### src/rtl/packed_dot_product_engine.sv
// ---------------------------------------------------------------------------
// packed_dot_product_engine
//
// Reads a 3-word header (N, element size S, channel count M) from the input
// SRAM. For each of the M channels it streams the packed signed input vector
// from SRAM and that channel's packed weights from WMEM. It accumulates the
// signed dot product, saturates it to 16 bits, and writes it back to SRAM at
// OUT_BASE+k.
//
// Ports:
//   clk, reset                 clock, synchronous active-high reset
//   dut_run / dut_busy         start request / run in progress
//   dut_sram_read_address      input SRAM read address (data 1 cycle later)
//   sram_dut_read_data         input SRAM read data
//   dut_wmem_read_address      weight memory read address (data 1 cycle later)
//   wmem_dut_read_data         weight memory read data
//   dut_sram_write_address     result write address
//   dut_sram_write_data        saturated result
//   dut_sram_write_enable      one-cycle write strobe
// ---------------------------------------------------------------------------
module packed_dot_product_engine #(
    parameter int                ADDR_W    = 12,
    parameter int                DATA_W    = 16,
    parameter int                ACC_W     = 40,
    parameter logic [ADDR_W-1:0] IN_BASE   = {ADDR_W{1'b0}},
    parameter logic [ADDR_W-1:0] WMEM_BASE = {ADDR_W{1'b0}},
    parameter logic [ADDR_W-1:0] OUT_BASE  = 12'h800
) (
    input  logic              clk,
    input  logic              reset,
    input  logic              dut_run,
    output logic              dut_busy,
    output logic [ADDR_W-1:0] dut_sram_read_address,
    input  logic [DATA_W-1:0] sram_dut_read_data,
    output logic [ADDR_W-1:0] dut_wmem_read_address,
    input  logic [DATA_W-1:0] wmem_dut_read_data,
    output logic [ADDR_W-1:0] dut_sram_write_address,
    output logic [DATA_W-1:0] dut_sram_write_data,
    output logic              dut_sram_write_enable
);

    typedef enum logic [2:0] {
        ST_IDLE  = 3'd0,
        ST_HDR   = 3'd1,
        ST_MAC   = 3'd2,
        ST_WRITE = 3'd3,
        ST_DONE  = 3'd4
    } state_t;

    // Element-size modes: 16-bit (1 lane), 8-bit (2 lanes), 4-bit (4 lanes)
    localparam logic [1:0] MODE_16 = 2'd0;
    localparam logic [1:0] MODE_8  = 2'd1;
    localparam logic [1:0] MODE_4  = 2'd2;

    localparam logic signed [ACC_W-1:0] SAT_MAX = ACC_W'(32'sd32767);
    localparam logic signed [ACC_W-1:0] SAT_MIN = ACC_W'(-32'sd32768);

    // Sum of the lane products of one packed word pair; masked lanes add 0.
    function automatic logic signed [33:0] word_dot(input logic [15:0] a,
                                                    input logic [15:0] b,
                                                    input logic [1:0]  mode,
                                                    input logic [3:0]  mask);
        logic signed [33:0] sum;
        logic signed [33:0] ea;
        logic signed [33:0] eb;
        sum = 34'sd0;
        case (mode)
            MODE_4: begin
                for (int l = 0; l < 4; l++) begin
                    ea = {{30{a[4*l+3]}}, a[4*l +: 4]};
                    eb = {{30{b[4*l+3]}}, b[4*l +: 4]};
                    if (mask[l]) sum = sum + ea * eb;
                    else         sum = sum;
                end
            end
            MODE_8: begin
                for (int l = 0; l < 2; l++) begin
                    ea = {{26{a[8*l+7]}}, a[8*l +: 8]};
                    eb = {{26{b[8*l+7]}}, b[8*l +: 8]};
                    if (mask[l]) sum = sum + ea * eb;
                    else         sum = sum;
                end
            end
            default: begin
                ea = {{18{a[15]}}, a};
                eb = {{18{b[15]}}, b};
                if (mask[0]) sum = ea * eb;
                else         sum = 34'sd0;
            end
        endcase
        return sum;
    endfunction

    // Clamp the accumulator into the signed 16-bit range.
    function automatic logic [15:0] sat16(input logic signed [ACC_W-1:0] v);
        if (v > SAT_MAX)      return 16'h7FFF;
        else if (v < SAT_MIN) return 16'h8000;
        else                  return v[15:0];
    endfunction

    state_t                    state_r,   state_s;
    logic [1:0]                hcnt_r,    hcnt_s;
    logic [15:0]               n_r,       n_s;
    logic [1:0]                mode_r,    mode_s;
    logic [15:0]               m_r,       m_s;
    logic [15:0]               words_r,   words_s;
    logic [15:0]               k_r,       k_s;
    logic [15:0]               cnt_r,     cnt_s;
    logic [15:0]               rem_r,     rem_s;
    logic                      v1_r,      v1_s;
    logic                      v2_r,      v2_s;
    logic signed [ACC_W-1:0]   acc_r,     acc_s;
    logic [ADDR_W-1:0]         in_addr_r, in_addr_s;
    logic [ADDR_W-1:0]         w_addr_r,  w_addr_s;
    logic [ADDR_W-1:0]         wbase_r,   wbase_s;
    logic                      busy_r,    busy_s;
    logic                      we_r,      we_s;
    logic [ADDR_W-1:0]         wr_addr_r, wr_addr_s;
    logic [15:0]               wr_data_r, wr_data_s;

    logic                      start_ch_s;
    logic [ADDR_W-1:0]         start_base_s;
    logic [15:0]               start_words_s;
    logic [1:0]                round_s;
    logic [1:0]                shamt_s;
    logic [16:0]               wsum_s;
    logic [15:0]               words_calc_s;
    logic [15:0]               e_s;
    logic [3:0]                lane_mask_s;
    logic signed [33:0]        word_sum_s;

    // Lanes still inside the vector for the word being accumulated.
    assign lane_mask_s = {rem_r > 16'd3, rem_r > 16'd2, rem_r > 16'd1, rem_r > 16'd0};
    assign word_sum_s  = word_dot(sram_dut_read_data, wmem_dut_read_data, mode_r, lane_mask_s);

    // Per-mode lane count and ceil(N/E) as (N + E-1) >> log2(E).
    always_comb begin
        round_s = 2'd0;
        shamt_s = 2'd0;
        e_s     = 16'd1;
        case (mode_r)
            MODE_4: begin
                round_s = 2'd3;
                shamt_s = 2'd2;
                e_s     = 16'd4;
            end
            MODE_8: begin
                round_s = 2'd1;
                shamt_s = 2'd1;
                e_s     = 16'd2;
            end
            default: begin
                round_s = 2'd0;
                shamt_s = 2'd0;
                e_s     = 16'd1;
            end
        endcase
        wsum_s       = {1'b0, n_r} + {15'd0, round_s};
        words_calc_s = 16'(wsum_s >> shamt_s);
    end

    // Next-state and next-register logic for the control FSM and datapath.
    always_comb begin
        state_s       = state_r;
        hcnt_s        = hcnt_r;
        n_s           = n_r;
        mode_s        = mode_r;
        m_s           = m_r;
        words_s       = words_r;
        k_s           = k_r;
        cnt_s         = cnt_r;
        rem_s         = rem_r;
        v1_s          = v1_r;
        v2_s          = v2_r;
        acc_s         = acc_r;
        in_addr_s     = in_addr_r;
        w_addr_s      = w_addr_r;
        wbase_s       = wbase_r;
        busy_s        = busy_r;
        we_s          = 1'b0;
        wr_addr_s     = wr_addr_r;
        wr_data_s     = wr_data_r;
        start_ch_s    = 1'b0;
        start_base_s  = wbase_r;
        start_words_s = words_r;

        case (state_r)
            ST_IDLE: begin
                if (dut_run) begin
                    state_s   = ST_HDR;
                    busy_s    = 1'b1;
                    in_addr_s = IN_BASE;
                    hcnt_s    = 2'd0;
                    k_s       = 16'd0;
                end else begin
                    busy_s    = 1'b0;
                end
            end
            ST_HDR: begin
                // Header reads are issued on hcnt 0..2 (address register
                // already holds word 0); data lands two edges after issue.
                case (hcnt_r)
                    2'd0: begin
                        in_addr_s = IN_BASE + ADDR_W'(2'd1);
                        hcnt_s    = 2'd1;
                    end
                    2'd1: begin
                        in_addr_s = IN_BASE + ADDR_W'(2'd2);
                        n_s       = sram_dut_read_data;
                        hcnt_s    = 2'd2;
                    end
                    2'd2: begin
                        case (sram_dut_read_data)
                            16'd4:   mode_s = MODE_4;
                            16'd8:   mode_s = MODE_8;
                            default: mode_s = MODE_16;
                        endcase
                        hcnt_s = 2'd3;
                    end
                    default: begin
                        if (sram_dut_read_data == 16'd0) m_s = 16'd1;
                        else                             m_s = sram_dut_read_data;
                        words_s       = words_calc_s;
                        start_ch_s    = 1'b1;
                        start_base_s  = WMEM_BASE;
                        start_words_s = words_calc_s;
                        state_s       = ST_MAC;
                    end
                endcase
            end
            ST_MAC: begin
                if (v2_r) begin
                    acc_s = acc_r + ACC_W'(word_sum_s);
                    if (rem_r > e_s) rem_s = rem_r - e_s;
                    else             rem_s = 16'd0;
                end else begin
                    acc_s = acc_r;
                end
                if (cnt_r != words_r) begin
                    in_addr_s = in_addr_r + ADDR_W'(1'b1);
                    w_addr_s  = w_addr_r + ADDR_W'(1'b1);
                    cnt_s     = cnt_r + 16'd1;
                    v1_s      = 1'b1;
                end else begin
                    v1_s      = 1'b0;
                end
                v2_s = v1_r;
                // All reads issued and the last returning pair is in this edge.
                if ((cnt_r == words_r) && !v1_r) begin
                    state_s   = ST_WRITE;
                    we_s      = 1'b1;
                    wr_addr_s = OUT_BASE + ADDR_W'(k_r);
                    wr_data_s = sat16(acc_s);
                end else begin
                    state_s   = ST_MAC;
                end
            end
            ST_WRITE: begin
                k_s = k_r + 16'd1;
                if (k_s < m_r) begin
                    start_ch_s    = 1'b1;
                    start_base_s  = wbase_r + ADDR_W'(words_r);
                    start_words_s = words_r;
                    state_s       = ST_MAC;
                end else begin
                    state_s       = ST_DONE;
                end
            end
            ST_DONE: begin
                busy_s  = 1'b0;
                state_s = ST_IDLE;
            end
            default: begin
                busy_s  = 1'b0;
                state_s = ST_IDLE;
            end
        endcase

        // Channel start: clear the accumulator and present the first read
        // pair so the MAC loop streams without a bubble. With W=0 the read
        // addresses are left untouched.
        if (start_ch_s) begin
            acc_s   = {ACC_W{1'b0}};
            rem_s   = n_r;
            v2_s    = 1'b0;
            wbase_s = start_base_s;
            if (start_words_s != 16'd0) begin
                in_addr_s = IN_BASE + ADDR_W'(2'd3);
                w_addr_s  = start_base_s;
                cnt_s     = 16'd1;
                v1_s      = 1'b1;
            end else begin
                cnt_s     = 16'd0;
                v1_s      = 1'b0;
            end
        end else begin
            wbase_s = wbase_s;
        end
    end

    // State and datapath registers with synchronous reset.
    always_ff @(posedge clk) begin
        if (reset) begin
            state_r   <= ST_IDLE;
            hcnt_r    <= 2'd0;
            n_r       <= 16'd0;
            mode_r    <= MODE_16;
            m_r       <= 16'd0;
            words_r   <= 16'd0;
            k_r       <= 16'd0;
            cnt_r     <= 16'd0;
            rem_r     <= 16'd0;
            v1_r      <= 1'b0;
            v2_r      <= 1'b0;
            acc_r     <= {ACC_W{1'b0}};
            in_addr_r <= {ADDR_W{1'b0}};
            w_addr_r  <= {ADDR_W{1'b0}};
            wbase_r   <= {ADDR_W{1'b0}};
            busy_r    <= 1'b0;
            we_r      <= 1'b0;
            wr_addr_r <= {ADDR_W{1'b0}};
            wr_data_r <= 16'd0;
        end else begin
            state_r   <= state_s;
            hcnt_r    <= hcnt_s;
            n_r       <= n_s;
            mode_r    <= mode_s;
            m_r       <= m_s;
            words_r   <= words_s;
            k_r       <= k_s;
            cnt_r     <= cnt_s;
            rem_r     <= rem_s;
            v1_r      <= v1_s;
            v2_r      <= v2_s;
            acc_r     <= acc_s;
            in_addr_r <= in_addr_s;
            w_addr_r  <= w_addr_s;
            wbase_r   <= wbase_s;
            busy_r    <= busy_s;
            we_r      <= we_s;
            wr_addr_r <= wr_addr_s;
            wr_data_r <= wr_data_s;
        end
    end

    assign dut_busy               = busy_r;
    assign dut_sram_read_address  = in_addr_r;
    assign dut_wmem_read_address  = w_addr_r;
    assign dut_sram_write_address = wr_addr_r;
    assign dut_sram_write_data    = wr_data_r;
    assign dut_sram_write_enable  = we_r;

endmodule

### config.mk
export PLATFORM = sky130hd
export DESIGN_NAME = packed_dot_product_engine
export DESIGN_NICKNAME = d
export VERILOG_FILES = /design/src/rtl/packed_dot_product_engine.sv
export SDC_FILE = /design/constraint.sdc
export NUM_CORES = 2
export LEC_CHECK = 0
export ABC_CLOCK_PERIOD_IN_PS = 51500
export BUFFER_PORTS_ARGS = -buffer_cell sky130_fd_sc_hd__buf_4
export CAP_MARGIN = 20
export CORE_MARGIN = 10
export CORE_UTILIZATION = 40
export CTS_CLUSTER_SIZE = 14
export DETAILED_ROUTE_END_ITERATION = 10
export PLACE_DENSITY = 0.58
export SLEW_MARGIN = 40
export SYNTH_ARGS = -nofsm -noshare
export SYNTH_HDL_FRONTEND = slang
export SYNTH_SLANG_ARGS = --single-unit
### constraint.sdc
create_clock -name clk -period 51.5 [get_ports clk]
set_input_delay 5.15 -clock clk [delete_from_list [all_inputs] [get_ports clk]]
set_output_delay 5.15 -clock clk [all_outputs]
set_load 0.005 [all_outputs]
== Word level (Yosys, flattened, before mapping) ==
Cells that the tools add are included.

* Bits in registers: 211
* Input bits: 35
* Output and inout bits: 54
* Logic and storage cells: 152

* Add/subtract/negate cells: 13
* Multipliers: 7
* $lt $le $gt $ge: 8
* Equal/unequal tests: 14
* Shift operators: 1
* Mux-type cells: 64
* Bitwise logic cells: 2
* Reduce and logical (&&, ||, !) cells: 24

{| class="wikitable"
|+ Operators by type and width
! cell !! number
|-
| $mux W34 || 11
|-
| $mux W16 || 13
|-
| $mux W12 || 10
|-
| $add A34 B8 Y34 || 3
|-
| $mux W40 || 2
|-
| $pmux W34 S2 || 1
|-
| $pmux W12 S2 || 2
|-
| $add A40 B34 Y40 || 1
|-
| $gt A40 B16 Y1 const B || 1
|-
| $lt A40 B16 Y1 const B || 1
|-
| $pmux W12 S3 || 1
|-
| $add A34 B16 Y34 || 1
|-
| $add A16 B1 Y16 const B || 2
|-
| $gt A16 B1 Y1 const B || 2
|-
| $gt A16 B2 Y1 const B || 2
|-
| $mul A16 B16 Y32 || 1
|-
| $mul A4 B4 Y8 || 4
|-
| $mul A8 B8 Y16 || 2
|-
| $pmux W16 S2 || 1
|-
| $add A12 B1 Y12 const B || 2
|-
| $add A16 B2 Y17 || 1
|-
| $shr A17 B2 Y16 || 1
|-
| $eq A16 B16 Y1 || 1
|-
| $eq A16 B3 Y1 const B || 1
|-
| 33 further kinds || 66
|}

== Depth between registers and ports, before layout ==
* Depth in word-level cells: 18
* Mapped depth: 82
* Mapped depth without buffers: 79

== Worst setup path before layout ==
No wires, ideal clock.

* Path kind: in2reg
* From: input port sram_dut_read_data[1]
* To: register wr_data_r[10] (netlist: dut_sram_write_data[10])
* Library setup time: 0.080 ns
* Arrival time: 20.953 ns
* Required time: 51.420 ns
* Slack: 30.467 ns
* Cell stages on the path: 76
* Path buffers: 3
* Cell sequence: clkbuf_1 -> and2_1 -> inv_1 -> fa_1 -> fa_1 -> fa_1 -> inv_1 -> ha_1 -> fa_1 -> and2_1 -> ha_1 -> fa_1 -> inv_1 -> fa_1 -> inv_1 -> ha_1 -> a21o_1 -> a21oi_1 -> [40 not listed] -> a21oi_1 -> ha_1 -> inv_1 -> o21bai_1 -> a21o_1 -> a21o_1 -> a21oi_1 -> o21a_1 -> nand2_1 -> o211ai_1 -> and3_1 -> clkbuf_1 -> or2_2 -> o221ai_1 -> o31ai_2 -> o41ai_4 -> buf_6 -> a211oi_2

* Longest elaborated chain between the ends: 18
* Elaborated cells between the ends (all ways): 26
* Those cells by class: add/sub (5); mul (3); order compare (2); mux (16)

{| class="wikitable"
|+ RTL lines
! element !! RTL line !! RTL
|-
| start, declared || 34 || <nowiki>input logic [DATA_W-1:0] sram_dut_read_data,</nowiki>
|-
| $mul A4 B4 Y8 || 72 || <nowiki>if (mask[l]) sum = sum + ea * eb;</nowiki>
|-
| $mux W34 || 72 ||
|-
| $mux W34 || 67 || <nowiki>case (mode)</nowiki>
|-
| $add A34 B8 Y34 || 72 ||
|-
| $mux W34 || 72 ||
|-
| $mux W34 || 67 ||
|-
| $add A34 B8 Y34 || 72 ||
|-
| $mux W34 || 72 ||
|-
| [2 not listed] || -- ||
|-
| $mux W34 || 72 ||
|-
| $pmux W34 S2 (*) || 67 ||
|-
| $add A40 B34 Y40 (*) || 233 || <nowiki>acc_s = acc_r + ACC_W'(word_sum_s);</nowiki>
|-
| $mux W40 (*) || 232 || <nowiki>if (v2_r) begin</nowiki>
|-
| $mux W40 (*) || 187 || <nowiki>case (state_r)</nowiki>
|-
| $lt A40 B16 Y1 || 97 || <nowiki>else if (v < SAT_MIN) return 16'h8000;</nowiki>
|-
| $mux W16 || 97 ||
|-
| $mux W16 (*) || 96 || <nowiki>if (v > SAT_MAX) return 16'h7FFF;</nowiki>
|-
| end signal, assigned || 342 || <nowiki>wr_data_r <= wr_data_s;</nowiki>
|-
| end, declared || 119 || <nowiki>logic [15:0] wr_data_r, wr_data_s;</nowiki>
|}

Every way passes the cells marked *; elsewhere a longest branch is shown, timed or not. The select of a mux whose other input is x is not followed.
A chain may end at the register's enable or synchronous reset.

== Worst setup path after layout ==
* From: input port sram_dut_read_data[1]
* To: register wr_data_r[0] (netlist: dut_sram_write_data[0])

The elaborated chain is that of the path after synthesis.

==> results.json <==
{
  "critical_path_peak_fanout": 21,
  "final_cycle_utilization_of_the_critical_path_pct": 43.9,
  "unrepaired_setup_endpoints_after_global_routing": "false",
  "clock-sinks": 211,
  "p_leak_uw": 0.0199,
  "vias_in_the_first_global_route": 31543,
  "grt_max_degree": 85,
  "dp.final_hpwl_um": 92600,
  "mappedNetlistArea_um2": 38600,
  "clock-root-buffer": "sky130_fd_sc_hd__clkbuf_16",
  "synth-async-reset-ratio_pct": 0,
  "gr-total-overflow": 0,
  "layout-area-overhead-vs-synth_pct": 6.85,
  "max_layer_used": "met4",
  "r2r_slack_ps": 33780,
  "numCtsBuffers": 23,
  "fp.dieArea_um2": 109000,
  "drt-total-wl_um": 114000,
  "die_width_um": 331,
  "result_of_the_run": "finished, final reports clean",
  "timing.setup.tns_ps": 0,
  "antenna_violations_before_repair": 2,
  "relative_slew_slack_pct": 47.2,
  "crit_arrival_ps": 23010,
  "timing.fmax_ghz": 0.0442,
  "cts_repair_resize_count": 0,
  "cell_type_group_with_the_largest_total_delay_on_the_critical_path": "adder cells",
  "synth.area.top_cells": "sky130_fd_sc_hd__fa_1, sky130_fd_sc_hd__ha_1, sky130_fd_sc_hd__dfxtp_1",
  "post_route_cells_drive_above_1_share_pct": 5.31,
  "fin_area_um2": 41200,
  "yosysTopAreaCellShare_pct": 28.0,
  "io_pins": 89,
  "cts-root-to-sink-buffers": 3,
  "portBuffers": 88,
  "num-nets-final": 5623,
  "ys_types": 89,
  "routed-via-count": 31685,
  "timing.max_cap.violations": 0,
  "hold_class": "flop to flop",
  "tot_gr_track_use_pct": 20.9,
  "antenna_cells": 0,
  "wl_met3_um": 4930,
  "total_core_area_um2": 95300,
  "timing_worst_slew_pin_value_ps": 791,
  "cts_tree": "done",
  "drt-pass1-iter-count": 6,
  "final.min_clock_period_ps": 22600,
  "cts_h_tree_lvls": 1,
  "ir_worst_vdd_v": 0.0000781,
  "detail_route.vias_per_cell": 5.34,
  "met2_wirelength_um": 54000,
  "synth-warning-count": 0,
  "crit_required_ps": 51910,
  "endpoint_type_of_the_worst_setup_path": "flop",
  "max_stage_delay_ps": 700,
  "starting_density_of_the_core_pct": 40.5,
  "post_synth_edffs": 0,
  "drt_iter0_markers": 2175,
  "grt_first_pass_wirelength_um": 182000,
  "synthFlopType": "sky130_fd_sc_hd__dfxtp_1",
  "setup_violations_final": 0,
  "worstSkewPairLatency_ps": 560,
  "final_weighted_congestion_in_routability_driven_placement": 0.902,
  "ys_seq_area_share_pct": 10.9,
  "placed_inst_area_um2": 40400,
  "synth.avg_cell_area_um2": 8.22,
  "route.antenna.remaining_nets": 0,
  "clkSlewWorstSetupHoldPaths_ps": 70,
  "wl_per_cell_um": 19.3,
  "postSynthNetCount": 5666,
  "report.final.hold_viol_count": 0,
  "cts-hold-fix-buffers": 0,
  "post_cts.repair.setup_buffers": 0,
  "worst_clock_skew_ps": 34.5,
  "detail_route.wirelength.met1_um": 53000,
  "core.rowCount": 113,
  "setup.worst_path.start_class": "primary input",
  "die_h_um": 331,
  "setup.worst_path.class": "primary input to flop",
  "cpMostUsedCell": "sky130_fd_sc_hd__fa_1",
  "syn_inst": 4693,
  "synth.ff_latch_count": 211,
  "power_density_nw_per_um2": 51.4,
  "slew_violations": 0,
  "drt_drc_violations_left": 0,
  "crit_slowest_cell": "sky130_fd_sc_hd__o41ai_4",
  "buffering_stage_count_on_the_worst_path_with_inverters_included": 12,
  "yosys.area.top_type": "sky130_fd_sc_hd__fa_1"
}
-- path summary, 6_finish.rpt --
| check | from | to | cells after the start |
|---|---|---|---|
| max | sram_dut_read_data[1] | dut_sram_write_data[0] | 73 |
| min | m_r[2] | m_r[2] | 2 |
| max reg2reg | rem_r[4] | dut_sram_write_data[0] | 74 |
| min reg2reg | m_r[2] | m_r[2] | 2 |
-- kinds of logic (layout without fill, tap and decap cells) --
kind of cell	after synthesis	count (layout)	share of synthesized area, %
simple gates	1284	1284	15.6
buf+inv	1033	1007	10.3
compound gates	944	944	15.6
fa+ha+maj	938	938	40.9
xor+xnor	226	226	5.13
flops	211	211	10.9
mux	57	57	1.56
-- cells in the final DEF, fill, tap and decap left out, drive strengths merged, types with 40 or more instances in the layout --
cell type	instances
xor2	96
and3	40
xnor2	130
a21o	66
fa	539
a211oi	62
nand2	479
nand3	64
buf	117
nor2	297
nor3	64
o21ai	187
ha	399
and2	132
a21oi	320
dfxtp	211
nand2b	65
inv	850
-- metal layers --
layer | vias to the layer above | global-route usage [%]
met5 | - | 0
met4 | 0 | 3.92
met3 | 123 | 1.31
met2 | 734 | 34.7
met1 | 15646 | 29.7
li1 | 15182 | -
-- cell type report --
type | instances | area [um2]
Fill cell | 9780 | 54100
Sequential cell | 211 | 4230
Inverter | 848 | 3180
Tap cell | 1265 | 1580
Multi-Input combinational cell | 3449 | 30500
Clock buffer | 31 | 656
Clock inverter | 11 | 209
Timing Repair Buffer | 117 | 882
-- Yosys cell counts (36+ instances only) --
library cell and number:
sky130_fd_sc_hd__inv_1 847, sky130_fd_sc_hd__fa_1 539, sky130_fd_sc_hd__nand2_1 479, sky130_fd_sc_hd__ha_1 399, sky130_fd_sc_hd__a21oi_1 316, sky130_fd_sc_hd__nor2_1 296, sky130_fd_sc_hd__dfxtp_1 211, sky130_fd_sc_hd__o21ai_0 170
sky130_fd_sc_hd__clkbuf_1 156, sky130_fd_sc_hd__and2_1 131, sky130_fd_sc_hd__xnor2_1 130, sky130_fd_sc_hd__xor2_1 96, sky130_fd_sc_hd__a21o_1 66, sky130_fd_sc_hd__nand2b_1 65, sky130_fd_sc_hd__nand3_1 64, sky130_fd_sc_hd__nor3_1 63
sky130_fd_sc_hd__a211oi_1 51, sky130_fd_sc_hd__and3_1 40, sky130_fd_sc_hd__nor2b_1 36, sky130_fd_sc_hd__o21bai_1 36
-- worst min-delay path, stage by stage, from the launching register on --
cell and delay [ps]:
sky130_fd_sc_hd__dfxtp_1 310, sky130_fd_sc_hd__nand2_1 50, sky130_fd_sc_hd__a21oi_1 50
-- registers in the layout, summed over array words and instances (netlist names) --
| register | cells |
|---|---|
| acc_r | 40 |
| wbase_r | 12 |
| k_r | 16 |
| dut_sram_write_data | 16 |
| dut_busy | 1 |
| m_r | 16 |
| v2_r | 1 |
| state_r | 3 |
| v1_r | 1 |
| dut_sram_write_enable | 1 |
| mode_r | 2 |
| rem_r | 16 |
| words_r | 16 |
| dut_sram_write_address | 12 |
| cnt_r | 16 |
| dut_sram_read_address | 12 |
| n_r | 16 |
| hcnt_r | 2 |
| dut_wmem_read_address | 12 |
-- through the flow --
stage | std cells | setup WS [ps] | hold WS (ps) | utilization (%) | total power, uW
after global routing | 5932 | 27740 | 478 | 43.3 | 2320
after floorplan | 4693 | 30470 | 436 | - | 1370
after CTS | 5932 | 29000 | 457 | 43.3 | 2110
after global placement | 5889 | 28510 | 442 | 42.3 | 1890
final | 5932 | 28900 | 456 | 43.3 | 2120
after detailed placement | 5890 | 28480 | 448 | 42.4 | 1890
-- report_power, final --
| group | switching (uW) | internal (uW) |
|---|---|---|
| registers | 1.31 | 164 |
| logic | 1090 | 666 |
| clock network | 77.2 | 116 |
| total | 1170 | 945 |
No activity file was read; power rests on OpenSTA's default activity.
